===== src/rtl/elevator_scan_ctrl.sv =====
// elevator_scan_ctrl: one car, NUM_FLOORS floors, latched hall/car calls served in SCAN order.
// Latency: a call latched on edge E is acted on from edge E+1 (door or motion); every output is registered.
// Backpressure: none; button pulses become sticky requests, presses at an open-door floor restart the dwell.
// Ports: clk, rst (synchronous, active-high); hall_up_btn/hall_down_btn/car_btn pulse inputs;
//   hall_up_lamp/hall_down_lamp/car_lamp latched requests; current_floor/floor_onehot car position;
//   moving/dir_up/door_open motor and door commands.
// Optional: define ELEV_ESTOP_EN to add the estop input (freezes travel/dwell timers, drops moving).
module elevator_scan_ctrl #(
    parameter int NUM_FLOORS    = 4,
    parameter int FLOOR_W       = $clog2(NUM_FLOORS),
    parameter int TRAVEL_CYCLES = 4,
    parameter int DOOR_CYCLES   = 3
) (
    input  logic                  clk,
    input  logic                  rst,
`ifdef ELEV_ESTOP_EN
    input  logic                  estop,
`endif
    input  logic [NUM_FLOORS-1:0] hall_up_btn,
    input  logic [NUM_FLOORS-1:0] hall_down_btn,
    input  logic [NUM_FLOORS-1:0] car_btn,
    output logic [NUM_FLOORS-1:0] hall_up_lamp,
    output logic [NUM_FLOORS-1:0] hall_down_lamp,
    output logic [NUM_FLOORS-1:0] car_lamp,
    output logic [FLOOR_W-1:0]    current_floor,
    output logic [NUM_FLOORS-1:0] floor_onehot,
    output logic                  moving,
    output logic                  dir_up,
    output logic                  door_open
);

    localparam int TCW = (TRAVEL_CYCLES > 1) ? $clog2(TRAVEL_CYCLES) : 1;
    localparam int DCW = (DOOR_CYCLES > 1) ? $clog2(DOOR_CYCLES) : 1;
    // No "up" call exists at the top floor and no "down" call at the lobby.
    localparam logic [NUM_FLOORS-1:0] UP_MASK = {1'b0, {(NUM_FLOORS-1){1'b1}}};
    localparam logic [NUM_FLOORS-1:0] DN_MASK = {{(NUM_FLOORS-1){1'b1}}, 1'b0};

    typedef enum logic [1:0] {S_IDLE, S_MOVE, S_DOOR} state_t;

    state_t                  state_q;
    logic [FLOOR_W-1:0]      floor_q;
    logic [NUM_FLOORS-1:0]   onehot_q;
    logic                    dir_up_q, moving_q, door_q;
    logic [TCW-1:0]          tcnt_q;
    logic [DCW-1:0]          dcnt_q;
    logic [NUM_FLOORS-1:0]   up_req_q, dn_req_q, car_req_q;
    logic [NUM_FLOORS-1:0]   up_req_d, dn_req_d, car_req_d;

    logic                    hold;
`ifdef ELEV_ESTOP_EN
    assign hold = estop;
`else
    assign hold = 1'b0;
`endif

    // Any request strictly beyond floor f in the given direction.
    function automatic logic reqs_beyond(input logic [NUM_FLOORS-1:0] r,
                                         input logic [FLOOR_W-1:0] f, input logic up);
        logic hit;
        hit = 1'b0;
        for (int i = 0; i < NUM_FLOORS; i++) begin
            if (up ? (i > int'(f)) : (i < int'(f))) hit = hit | r[i];
        end
        return hit;
    endfunction

    logic [NUM_FLOORS-1:0] btn_up, btn_dn, all_q, nxt_onehot, clr_oh, absorb;
    logic [FLOOR_W-1:0]    nxt_floor;
    logic arrive, here_ahead, here_behind, here_serve, nxt_ahead, nxt_behind, nxt_stop;
    logic idle_to_door, move_to_door, clr_up, clr_dn, press_here;

    always_comb begin
        btn_up      = hall_up_btn & UP_MASK;
        btn_dn      = hall_down_btn & DN_MASK;
        all_q       = up_req_q | dn_req_q | car_req_q;
        nxt_floor   = dir_up_q ? floor_q + FLOOR_W'(1) : floor_q - FLOOR_W'(1);
        nxt_onehot  = dir_up_q ? (onehot_q << 1) : (onehot_q >> 1);
        arrive      = (tcnt_q == TCW'(TRAVEL_CYCLES - 1));
        here_ahead  = reqs_beyond(all_q, floor_q, dir_up_q);
        here_behind = reqs_beyond(all_q, floor_q, !dir_up_q);
        nxt_ahead   = reqs_beyond(all_q, nxt_floor, dir_up_q);
        nxt_behind  = reqs_beyond(all_q, nxt_floor, !dir_up_q);
        // An opposite-direction hall call at this floor only opens the door when nothing
        // lies ahead; otherwise it waits for the return sweep instead of cycling the door.
        here_serve  = (|(car_req_q & onehot_q))
                    | (|((dir_up_q ? up_req_q : dn_req_q) & onehot_q))
                    | (!here_ahead & (|((up_req_q | dn_req_q) & onehot_q)));
        nxt_stop    = (|(car_req_q & nxt_onehot))
                    | (|((dir_up_q ? up_req_q : dn_req_q) & nxt_onehot))
                    | !nxt_ahead;
        idle_to_door = (state_q == S_IDLE) && !hold && here_serve;
        move_to_door = (state_q == S_MOVE) && !hold && arrive && nxt_stop;

        clr_oh = '0;
        clr_up = 1'b0;
        clr_dn = 1'b0;
        if (idle_to_door) begin
            clr_oh = onehot_q;
            clr_up = dir_up_q | !here_ahead;
            clr_dn = !dir_up_q | !here_ahead;
        end else if (move_to_door) begin
            clr_oh = nxt_onehot;
            clr_up = dir_up_q | !nxt_ahead;
            clr_dn = !dir_up_q | !nxt_ahead;
        end

        // Presses at the floor whose door is open are absorbed: they restart dwell, never latch.
        absorb     = (state_q == S_DOOR) ? onehot_q : '0;
        press_here = |((btn_up | btn_dn | car_btn) & onehot_q);
        up_req_d   = (up_req_q & ~(clr_up ? clr_oh : '0)) | (btn_up & ~absorb);
        dn_req_d   = (dn_req_q & ~(clr_dn ? clr_oh : '0)) | (btn_dn & ~absorb);
        car_req_d  = (car_req_q & ~clr_oh) | (car_btn & ~absorb);
    end

    always_ff @(posedge clk) begin
        if (rst) begin
            state_q   <= S_IDLE;
            floor_q   <= '0;
            onehot_q  <= NUM_FLOORS'(1);
            dir_up_q  <= 1'b1;
            moving_q  <= 1'b0;
            door_q    <= 1'b0;
            tcnt_q    <= '0;
            dcnt_q    <= '0;
            up_req_q  <= '0;
            dn_req_q  <= '0;
            car_req_q <= '0;
        end else begin
            up_req_q  <= up_req_d;
            dn_req_q  <= dn_req_d;
            car_req_q <= car_req_d;
            case (state_q)
                S_IDLE: begin
                    if (!hold) begin
                        if (here_serve) begin
                            state_q <= S_DOOR;
                            door_q  <= 1'b1;
                            dcnt_q  <= '0;
                        end else if (here_ahead || here_behind) begin
                            state_q  <= S_MOVE;
                            moving_q <= 1'b1;
                            tcnt_q   <= '0;
                            if (!here_ahead) dir_up_q <= !dir_up_q;
                        end
                    end
                end
                S_MOVE: begin
                    if (hold) begin
                        moving_q <= 1'b0;
                    end else begin
                        moving_q <= 1'b1;
                        if (arrive) begin
                            floor_q  <= nxt_floor;
                            onehot_q <= nxt_onehot;
                            tcnt_q   <= '0;
                            if (nxt_stop) begin
                                state_q  <= S_DOOR;
                                moving_q <= 1'b0;
                                door_q   <= 1'b1;
                                dcnt_q   <= '0;
                                // End of sweep: turn round only if someone waits behind.
                                if (!nxt_ahead && nxt_behind) dir_up_q <= !dir_up_q;
                            end
                        end else begin
                            tcnt_q <= tcnt_q + TCW'(1);
                        end
                    end
                end
                S_DOOR: begin
                    if (!hold) begin
                        if (press_here) begin
                            dcnt_q <= '0;
                        end else if (dcnt_q == DCW'(DOOR_CYCLES - 1)) begin
                            state_q <= S_IDLE;
                            door_q  <= 1'b0;
                        end else begin
                            dcnt_q <= dcnt_q + DCW'(1);
                        end
                    end
                end
                default: begin
                    state_q  <= S_IDLE;
                    moving_q <= 1'b0;
                    door_q   <= 1'b0;
                end
            endcase
        end
    end

    assign hall_up_lamp   = up_req_q;
    assign hall_down_lamp = dn_req_q;
    assign car_lamp       = car_req_q;
    assign current_floor  = floor_q;
    assign floor_onehot   = onehot_q;
    assign moving         = moving_q;
    assign dir_up         = dir_up_q;
    assign door_open      = door_q;

endmodule


===== config.mk =====
export PLATFORM = sky130hd
export DESIGN_NAME = elevator_scan_ctrl
export DESIGN_NICKNAME = d
export VERILOG_FILES = /design/src/rtl/elevator_scan_ctrl.sv
export SDC_FILE = /design/constraint.sdc
export NUM_CORES = 1
export LEC_CHECK = 0
export ABC_AREA = 1
export BUFFER_PORTS_ARGS = -buffer_cell sky130_fd_sc_hd__clkbuf_2
export CAP_MARGIN = 0
export CORE_MARGIN = 1
export CORE_UTILIZATION = 40
export CTS_CLUSTER_DIAMETER = 100
export DETAILED_ROUTE_END_ITERATION = 16
export GPL_ROUTABILITY_DRIVEN = 0
export GPL_TIMING_DRIVEN = 0
export REMOVE_ABC_BUFFERS = 1
export SYNTH_ARGS = -nofsm -noshare
export SYNTH_HDL_FRONTEND = slang
export SYNTH_SLANG_ARGS = --single-unit

===== constraint.sdc =====
create_clock -name clk -period 2.85 [get_ports clk]
set_input_delay 0.57 -clock clk [delete_from_list [all_inputs] [get_ports clk]]
set_output_delay 0.57 -clock clk [all_outputs]
set_load 0.02 [all_outputs]

==> flow_summary.json, run 1 <==
{
  "clk_path_buf_depth": 2,
  "skew_ns": 0.002632,
  "hold_buffers": 0,
  "min_period_over_period_pct": 85.82,
  "cp-endpoint": "hall_up_lamp[2]$_SDFF_PP0_",
  "synth_edf_count": 0,
  "grt_max_degree": 20,
  "min_period_ns": 2.446,
  "row_count": 24,
  "diodes": 0,
  "startpoint": "current_floor[0]$_SDFFE_PP0P_",
  "synthCells": 285,
  "rr_endpoint": "hall_up_lamp[2]$_SDFF_PP0_",
  "mostFrequentLayoutCells": "nand2_1, clkbuf_2, nand3_1, dfxtp_1, inv_1",
  "synth.yosys.seq_area_share_pct": 29.07,
  "cts.clk_slew.worst_paths_ns": 0.10,
  "worstPathArrival_ns": 2.60,
  "ys.warnings.count": 0,
  "drt_wl_total_um": 4801,
  "r2r-start": "current_floor[0]$_SDFFE_PP0P_",
  "final_nets": 336,
  "drtPass1Iterations": 4,
  "die_h_um": 70.18,
  "first_iter_violations": 89,
  "slew_headroom_pct": 39.32,
  "power_mw": 1.523,
  "hold_viol": 0,
  "insertion_delay_ns": 0.28,
  "max_freq_ghz": 0.4088,
  "rsz0062_at_grt": "false",
  "p_leak_nw": 1.013,
  "layout_commonest_cell": "nand2_1",
  "yosys_most_used_dff": "dfxtp_1",
  "grt_use_total_pct": 21.19,
  "fp.dieW_um": 70.18,
  "wl_per_cell_um": 13.15,
  "powerDensity_nw_per_um2": 734.2,
  "tritoncts.num_buffers": 3,
  "async_flop_share_pct": 0,
  "cts_num_sinks": 27,
  "antenna_found_initial": 0,
  "drc": 0,
  "htree_levels": 1,
  "rr_worst_depth": 11,
  "grt_pass1_wl_um": 8259,
  "drive_gt1_share_pct": 22.04,
  "cts-resized-gates": 0,
  "portBuffers": 32,
  "cts_tree": "yes",
  "drv_cap": 0,
  "syn_avg_cell_area_sq_um": 6.524,
  "root_buffer": "clkbuf_8",
  "coreArea_sq_um": 4414,
  "vias_per_cell": 5.101,
  "timing.critical_path.to_type": "register",
  "crit_type": "reg2reg",
  "start_kind": "register",
  "final-seq-area_sq_um": 540.5,
  "finalSetupViolCount": 0,
  "post_cts_buffers": 0,
  "required_ns": 3.01,
  "crit_fanout": 10,
  "setup_tns_ns": 0,
  "syn_area_sq_um": 1859,
  "dp_hpwl_um": 3606,
  "nFillCells": 464,
  "grt_pass1_vias": 1673,
  "peakVddDrop_mv": 0.2672,
  "tightest_slew_ns": 0.9068,
  "vias": 1862,
  "min_path_type": "reg2reg",
  "final_max_slew_viol_count": 0,
  "io_pins": 35,
  "multi_input_area_sq_um": 1135,
  "overflow": 0,
  "initial_core_util_pct": 42.12,
  "rrSetupSlack_ns": 0.40,
  "ys_ff_latch": 27,
  "synth_cell_types": 33,
  "die_area_sq_um": 4925,
  "status": "complete, no violations",
  "antenna_left": 0,
  "syn_to_final_growth_pct": 11.57
}
[stage by stage]
step,util [%],setup slack [ns],hold slack [ns],cells,area (sq um)
finish,47.00,0.4041,0.4708,365,2074
global route,47.00,0.1818,0.4877,365,2074
CTS,47.00,0.4133,0.4715,365,2074
detailed placement,45.98,0.4241,0.4582,361,2029
global placement,45.98,0.4352,0.4564,361,2029
floorplan,-,0.7283,0.4368,277,1804
[where the power goes]
part | internal (mW) | switching, mW
Clock | 0.100 | 0.126
Combinational | 0.246 | 0.532
Sequential | 0.438 | 0.0802
Total | 0.785 | 0.738
[metal layers]
layer  track usage (%)  part of all wire (%)  vias to the layer above
met1             31.25                    51                      839
met3             2.309                   3.3                        6
met2             32.05                    44                       36
met5                 0                     0                        -
li1                  -                     -                      981
met4             6.889                   1.6                        0
[synthesized netlist by cell type, drive strengths merged, types with 2 or more instances]
master  number  share of area, %
o21ai       27               7.5
clkbuf       3              0.61
a21oi       23               7.2
dfxtp       27                29
ha           8               5.4
inv         32               6.5
nand2       86                19
buf          5               2.4
nand4        2               1.5
nand3       32                10
clkinv       2              0.47
nor3         3              0.81
nor2        27               6.4
[critical path: stages (launching register included)]
cell     delay (ns)
dfxtp_1        0.53
inv_1          0.19
ha_1           0.47
o21ai_1        0.13
nand3_1        0.18
nand4_4        0.14
nand2_2        0.16
nand3_1        0.08
nand2_1        0.23
nand2_1        0.09
nand2_1        0.08
a21oi_2        0.05
[worst min-delay path by stage]
stage,to,startpoint,cells past startpoint
6_report,tcnt_q[1]$_SDFFE_PP0P_,tcnt_q[1]$_SDFFE_PP0P_,2
5_1_grt,tcnt_q[1]$_SDFFE_PP0P_,tcnt_q[1]$_SDFFE_PP0P_,2
4_1_cts,tcnt_q[1]$_SDFFE_PP0P_,tcnt_q[1]$_SDFFE_PP0P_,2
3_5_place_dp,tcnt_q[1]$_SDFFE_PP0P_,tcnt_q[1]$_SDFFE_PP0P_,2
3_3_place_gp,tcnt_q[1]$_SDFFE_PP0P_,tcnt_q[1]$_SDFFE_PP0P_,2
2_1_floorplan,tcnt_q[1]$_SDFFE_PP0P_,tcnt_q[1]$_SDFFE_PP0P_,2
[sequential cells by signal, indices dropped and copies added, names as in the netlist, 2 cells and up]
name	cells
current_floor	2
hall_down_lamp	4
dcnt_q	2
floor_onehot	4
tcnt_q	2
state_q	2
hall_up_lamp	4
car_lamp	4
[cells by family after synthesis]
kind of cell / count (synthesis) / share of synthesized area [%]
buffers and inverters: 42 / 9.891
DFF: 27 / 29.07
AOI/OAI and AO/OA: 55 / 16.76
adders and majority gates: 8 / 5.384
and+or+nand+nor: 153 / 38.90
[area by class of cell]
cell class / count / area share [%]
Timing Repair Buffer: 32 / 7.720
Tap cell: 52 / 3.136
Clock buffer: 4 / 2.171
Multi-Input combinational cell: 216 / 54.70
Sequential cell: 27 / 26.06
Inverter: 34 / 6.212
Power figures use the tool's default switching activity.
==> inputs of run 2 (changes only) <==
PLACE_DENSITY = 0.64   (was not set)
==> flow_summary.json, run 2 (same netlist as run 1, synthesis figures left out) <==
{
  "post-place-ws_ns": 0.4655,
  "max_freq_ghz": 0.4139,
  "grt_max_degree": 20,
  "rsz0062_at_grt": "false",
  "skew_ns": 0.009643,
  "drtPass1Iterations": 4,
  "status": "complete, no violations",
  "required_ns": 3.01,
  "setup_tns_ns": 0,
  "startpoint": "current_floor[0]$_SDFFE_PP0P_",
  "cts_tree": "yes",
  "r2r-start": "current_floor[0]$_SDFFE_PP0P_",
  "row_count": 24,
  "slew_headroom_pct": 42.97,
  "powerDensity_nw_per_um2": 731.3,
  "rr_endpoint": "hall_up_lamp[1]$_SDFF_PP0_",
  "cts-resized-gates": 0,
  "hold_buffers": 0,
  "grt_use_total_pct": 20.58,
  "crit_type": "reg2reg",
  "initial_core_util_pct": 42.12,
  "crit_fanout": 10,
  "overflow": 0,
  "mostFrequentLayoutCells": "nand2_1, clkbuf_2, nand3_1, dfxtp_1, inv_1",
  "met1_usage_pct": 29.24,
  "use_met3_pct": 2.453,
  "finalSetupViolCount": 0,
  "drt_wl_total_um": 4694,
  "drc": 0,
  "worstPathArrival_ns": 2.58,
  "nFillCells": 457,
  "diodes": 0,
  "cts_num_sinks": 27,
  "grt_pass1_wl_um": 7941,
  "peakVddDrop_mv": 0.3577,
  "top_usage_layer": "met2",
  "die_area_sq_um": 4925,
  "vias": 1865,
  "min_period_over_period_pct": 84.76,
  "antenna_left": 0,
  "final_max_slew_viol_count": 0,
  "coreArea_sq_um": 4414,
  "p_leak_nw": 1.013,
  "io_pins": 35,
  "layout_commonest_cell": "nand2_1",
  "drive_gt1_share_pct": 22.04,
  "dp.cells": 361,
  "fp.dieW_um": 70.18,
  "vias_per_cell": 5.110,
  "min_period_ns": 2.416,
  "fin_ws_ns": 0.4342,
  "rrSetupSlack_ns": 0.43,
  "hold_viol": 0,
  "wl_per_cell_um": 12.86,
  "portBuffers": 32,
  "power_mw": 1.517,
  "die_h_um": 70.18,
  "met2_usage_pct": 32.26,
  "syn_to_final_growth_pct": 11.57,
  "min_path_type": "reg2reg",
  "cts.clk_slew.worst_paths_ns": 0.10,
  "dp_hpwl_um": 3451,
  "insertion_delay_ns": 0.28,
  "final_nets": 336,
  "start_kind": "register",
  "root_buffer": "clkbuf_8",
  "post_cts_buffers": 0,
  "fin_cells": 365,
  "clk_path_buf_depth": 2,
  "rr_worst_depth": 11,
  "htree_levels": 1,
  "antenna_found_initial": 0,
  "cp-endpoint": "hall_up_lamp[1]$_SDFF_PP0_",
  "timing.critical_path.to_type": "register",
  "drv_cap": 0,
  "tightest_slew_ns": 0.8524,
  "tritoncts.num_buffers": 3,
  "grt_pass1_vias": 1662,
  "first_iter_violations": 164
}
## run 2: worst min path at each step
stage                                 startpoint                      to  slack, ns  cells after the start
after CTS                 tcnt_q[1]$_SDFFE_PP0P_  tcnt_q[1]$_SDFFE_PP0P_       0.48                      2
after floorplan           tcnt_q[1]$_SDFFE_PP0P_  tcnt_q[1]$_SDFFE_PP0P_       0.44                      2
final                     tcnt_q[1]$_SDFFE_PP0P_  tcnt_q[1]$_SDFFE_PP0P_       0.47                      2
after detailed placement  tcnt_q[1]$_SDFFE_PP0P_  tcnt_q[1]$_SDFFE_PP0P_       0.46                      2
after global routing      tcnt_q[1]$_SDFFE_PP0P_  tcnt_q[1]$_SDFFE_PP0P_       0.51                      2
after global placement    tcnt_q[1]$_SDFFE_PP0P_  tcnt_q[1]$_SDFFE_PP0P_       0.46                      2
## run 2: power by group
part | leakage (nW) | internal [mW] | switching [mW] | total [mW]
combinational | 0.768 | 0.246 | 0.526 | 0.772
sequential | 0.222 | 0.438 | 0.0808 | 0.519
clock | 0.0228 | 0.101 | 0.126 | 0.226
total | 1.01 | 0.785 | 0.732 | 1.52
## run 2: cell type report
type / instances / area [sq um] / share of cell area (%)
multi-input combinational: 216 / 1135 / 54.70
sequential: 27 / 540.5 / 26.06
timing repair buffer: 32 / 160.2 / 7.720
inverter: 34 / 128.9 / 6.212
tap: 52 / 65.06 / 3.136
clock buffer: 4 / 45.04 / 2.171
## run 2: routing by layer
layer  part of all wire (%)  up-vias  routed length [um]
li1                       -      988                   -
met1                     49      826                2305
met2                     45       44                2125
met3                    4.0        7                 189
met4                    1.6        0                  73
met5                      0        -                   0
## run 2: stage by stage
| step | util [%] | hold WS [ns] | instance area, sq um |
|---|---|---|---|
| final | 47.00 | 0.4738 | 2074 |
| after global routing | 47.00 | 0.5064 | 2074 |
| after CTS | 47.00 | 0.4780 | 2074 |
| after detailed placement | 45.98 | 0.4646 | 2029 |
| after global placement | 45.98 | 0.4555 | 2029 |
| after floorplan | - | 0.4368 | 1804 |
## run 2: critical path, stage by stage (launching register included)
cell and delay (ns):
dfxtp_1 0.54, inv_1 0.19, ha_1 0.46, o21ai_1 0.12
nand3_1 0.18, nand4_4 0.13, nand2_2 0.16, nand3_1 0.08
nand2_1 0.22, nand2_1 0.08, nand2_1 0.08, a21oi_2 0.05
==> inputs of run 3 (changes only) <==
clock period = 2.4 ns   (was 2.85 ns; I/O delays follow)
==> flow_summary.json, run 3 (same netlist as run 1, synthesis figures left out) <==
{
  "status": "complete, no violations",
  "clk_path_buf_depth": 2,
  "antenna_found_initial": 0,
  "hold_viol": 0,
  "die_h_um": 70.18,
  "crit_chain": "inv_1 > ha_2 > o21ai_1 > nand3_1 > nand4_4 > nand2_2 > nand3_1 > nand2_2 > nand2_1 > nand2_1 > a21oi_2",
  "peakVddDrop_mv": 0.4188,
  "cts_tree": "yes",
  "initial_core_util_pct": 42.12,
  "drtPass1Iterations": 4,
  "crit_type": "reg2reg",
  "overflow": 0,
  "utilization_pct": 47.17,
  "start_kind": "register",
  "powerDensity_nw_per_um2": 865.4,
  "slew_headroom_pct": 43.38,
  "io_pins": 35,
  "row_count": 24,
  "hold_path_depth": 3,
  "nFillCells": 458,
  "max_freq_ghz": 0.4602,
  "critPathMaxStageDelay_ns": 0.44,
  "netSwitchingFraction_pct": 48.12,
  "grt_pass1_wl_um": 7941,
  "diodes": 0,
  "final_nets": 336,
  "timing.critical_path.to_type": "register",
  "min_period_over_period_pct": 90.53,
  "fin_ws_ns": 0.2272,
  "worst-path-stages": 11,
  "drc": 0,
  "final_max_slew_viol_count": 0,
  "fp.dieW_um": 70.18,
  "whs_ns": 0.4412,
  "hold_buffers": 0,
  "antenna_left": 0,
  "final-seq-area_sq_um": 543.0,
  "pwr-share-seq_pct": 34.3,
  "insertion_delay_ns": 0.28,
  "rrSetupSlack_ns": 0.23,
  "rsz0062_at_grt": "false",
  "tightest_slew_ns": 0.8462,
  "die_area_sq_um": 4925,
  "cts_num_sinks": 27,
  "tritoncts.num_buffers": 3,
  "post-place-ws_ns": 0.01546,
  "root_buffer": "clkbuf_8",
  "dp_hpwl_um": 3451,
  "rr_worst_depth": 11,
  "grt_use_total_pct": 20.58,
  "clock_power_share_pct": 14.6,
  "mostFrequentLayoutCells": "nand2_1, clkbuf_2, nand3_1",
  "grt_max_degree": 20,
  "drv_cap": 0,
  "drt_wl_total_um": 4742,
  "p_switching_mw": 0.8670,
  "finalSetupViolCount": 0,
  "power.internal_mw": 0.9348,
  "power_frac_comb_pct": 51.1,
  "syn_to_final_growth_pct": 11.98,
  "coreArea_sq_um": 4414,
  "crit_family": "simple AND/OR/NAND/NOR gates",
  "path_buf_inv": 1,
  "min_period_ns": 2.173,
  "grt_pass1_vias": 1662,
  "htree_levels": 1,
  "required_ns": 2.56,
  "first_iter_violations": 154,
  "cts.clk_slew.worst_paths_ns": 0.09,
  "worstPathArrival_ns": 2.33,
  "min_path_type": "in2reg",
  "multi_input_area_sq_um": 1140,
  "drive_gt1_share_pct": 23.32,
  "portBuffers": 32,
  "wl_per_cell_um": 12.99,
  "skew_ns": 0.005893,
  "vias_per_cell": 5.085,
  "crit_fanout": 10,
  "stdcell_area_sq_um": 2082,
  "place_area_sq_um": 2029,
  "p_leak_nw": 1.012,
  "layout_commonest_cell": "nand2_1",
  "vias": 1856,
  "slowest_stage": "dfxtp_2"
}
run 3: cell count changes in the layout (fill, tap and decap cells not counted):
cell     change
nand2_1      -1
nand2_2      +1
ha_1         -1
ha_2         +1
dfxtp_1      -2
dfxtp_2      +2
run 3: path summary, 6_finish.rpt:
path / start / to
max: current_floor[0]$_SDFFE_PP0P_ / hall_down_lamp[1]$_SDFF_PP0_
min: car_btn[1] / car_lamp[1]$_SDFF_PP0_
max reg2reg: current_floor[0]$_SDFFE_PP0P_ / hall_down_lamp[1]$_SDFF_PP0_
min reg2reg: tcnt_q[1]$_SDFFE_PP0P_ / tcnt_q[1]$_SDFFE_PP0P_
run 3: final cells by class:
type / instances / share of cell area, %
inverter: 34 / 6.190
tap: 52 / 3.125
multi-input combinational: 216 / 54.75
sequential: 27 / 26.08
timing repair buffer: 32 / 7.692
clock buffer: 4 / 2.163
run 3: power groups by stage:
stage          logic (mW)  registers [mW]  clock network, mW
2_1_floorplan       0.655           0.647                  0
4_1_cts             0.917           0.614              0.278
3_3_place_gp        0.911           0.624                  0
6_report            0.920           0.618              0.264
5_1_grt              1.06           0.631              0.289
3_5_place_dp        0.914           0.624                  0
run 3: per-layer routing:
| layer | up-vias | routed length [um] | part of all wire, % | global-route usage [%] |
|---|---|---|---|---|
| li1 | 987 | - | - | - |
| met1 | 815 | 2311 | 49 | 29.24 |
| met2 | 47 | 2136 | 45 | 32.26 |
| met3 | 7 | 220 | 4.6 | 2.453 |
| met4 | 0 | 73 | 1.5 | 6.889 |
| met5 | - | 0 | 0 | 0 |
run 3: worst reg2reg max path, delay by kind of cell (launching register included):
kind	cells	cell delay, ns
AOI/OAI and AO/OA	2	0.15
DFF	1	0.44
adders and majority gates	1	0.43
and+or+nand+nor	7	0.87
buffers and inverters	1	0.16
run 3: metrics by stage:
stage	power [mW]	instances	setup TNS [ns]
2_1_floorplan	1.302	277	0
6_report	1.802	365	0
3_3_place_gp	1.535	361	-0.06523
3_5_place_dp	1.538	361	0
4_1_cts	1.809	365	0
5_1_grt	1.978	365	0
run 3: timing repair:
item | CTS | global route
setup endpoints to repair | 3 | 9
buffers inserted | 0 | 0
gates resized for setup | 1 | 3
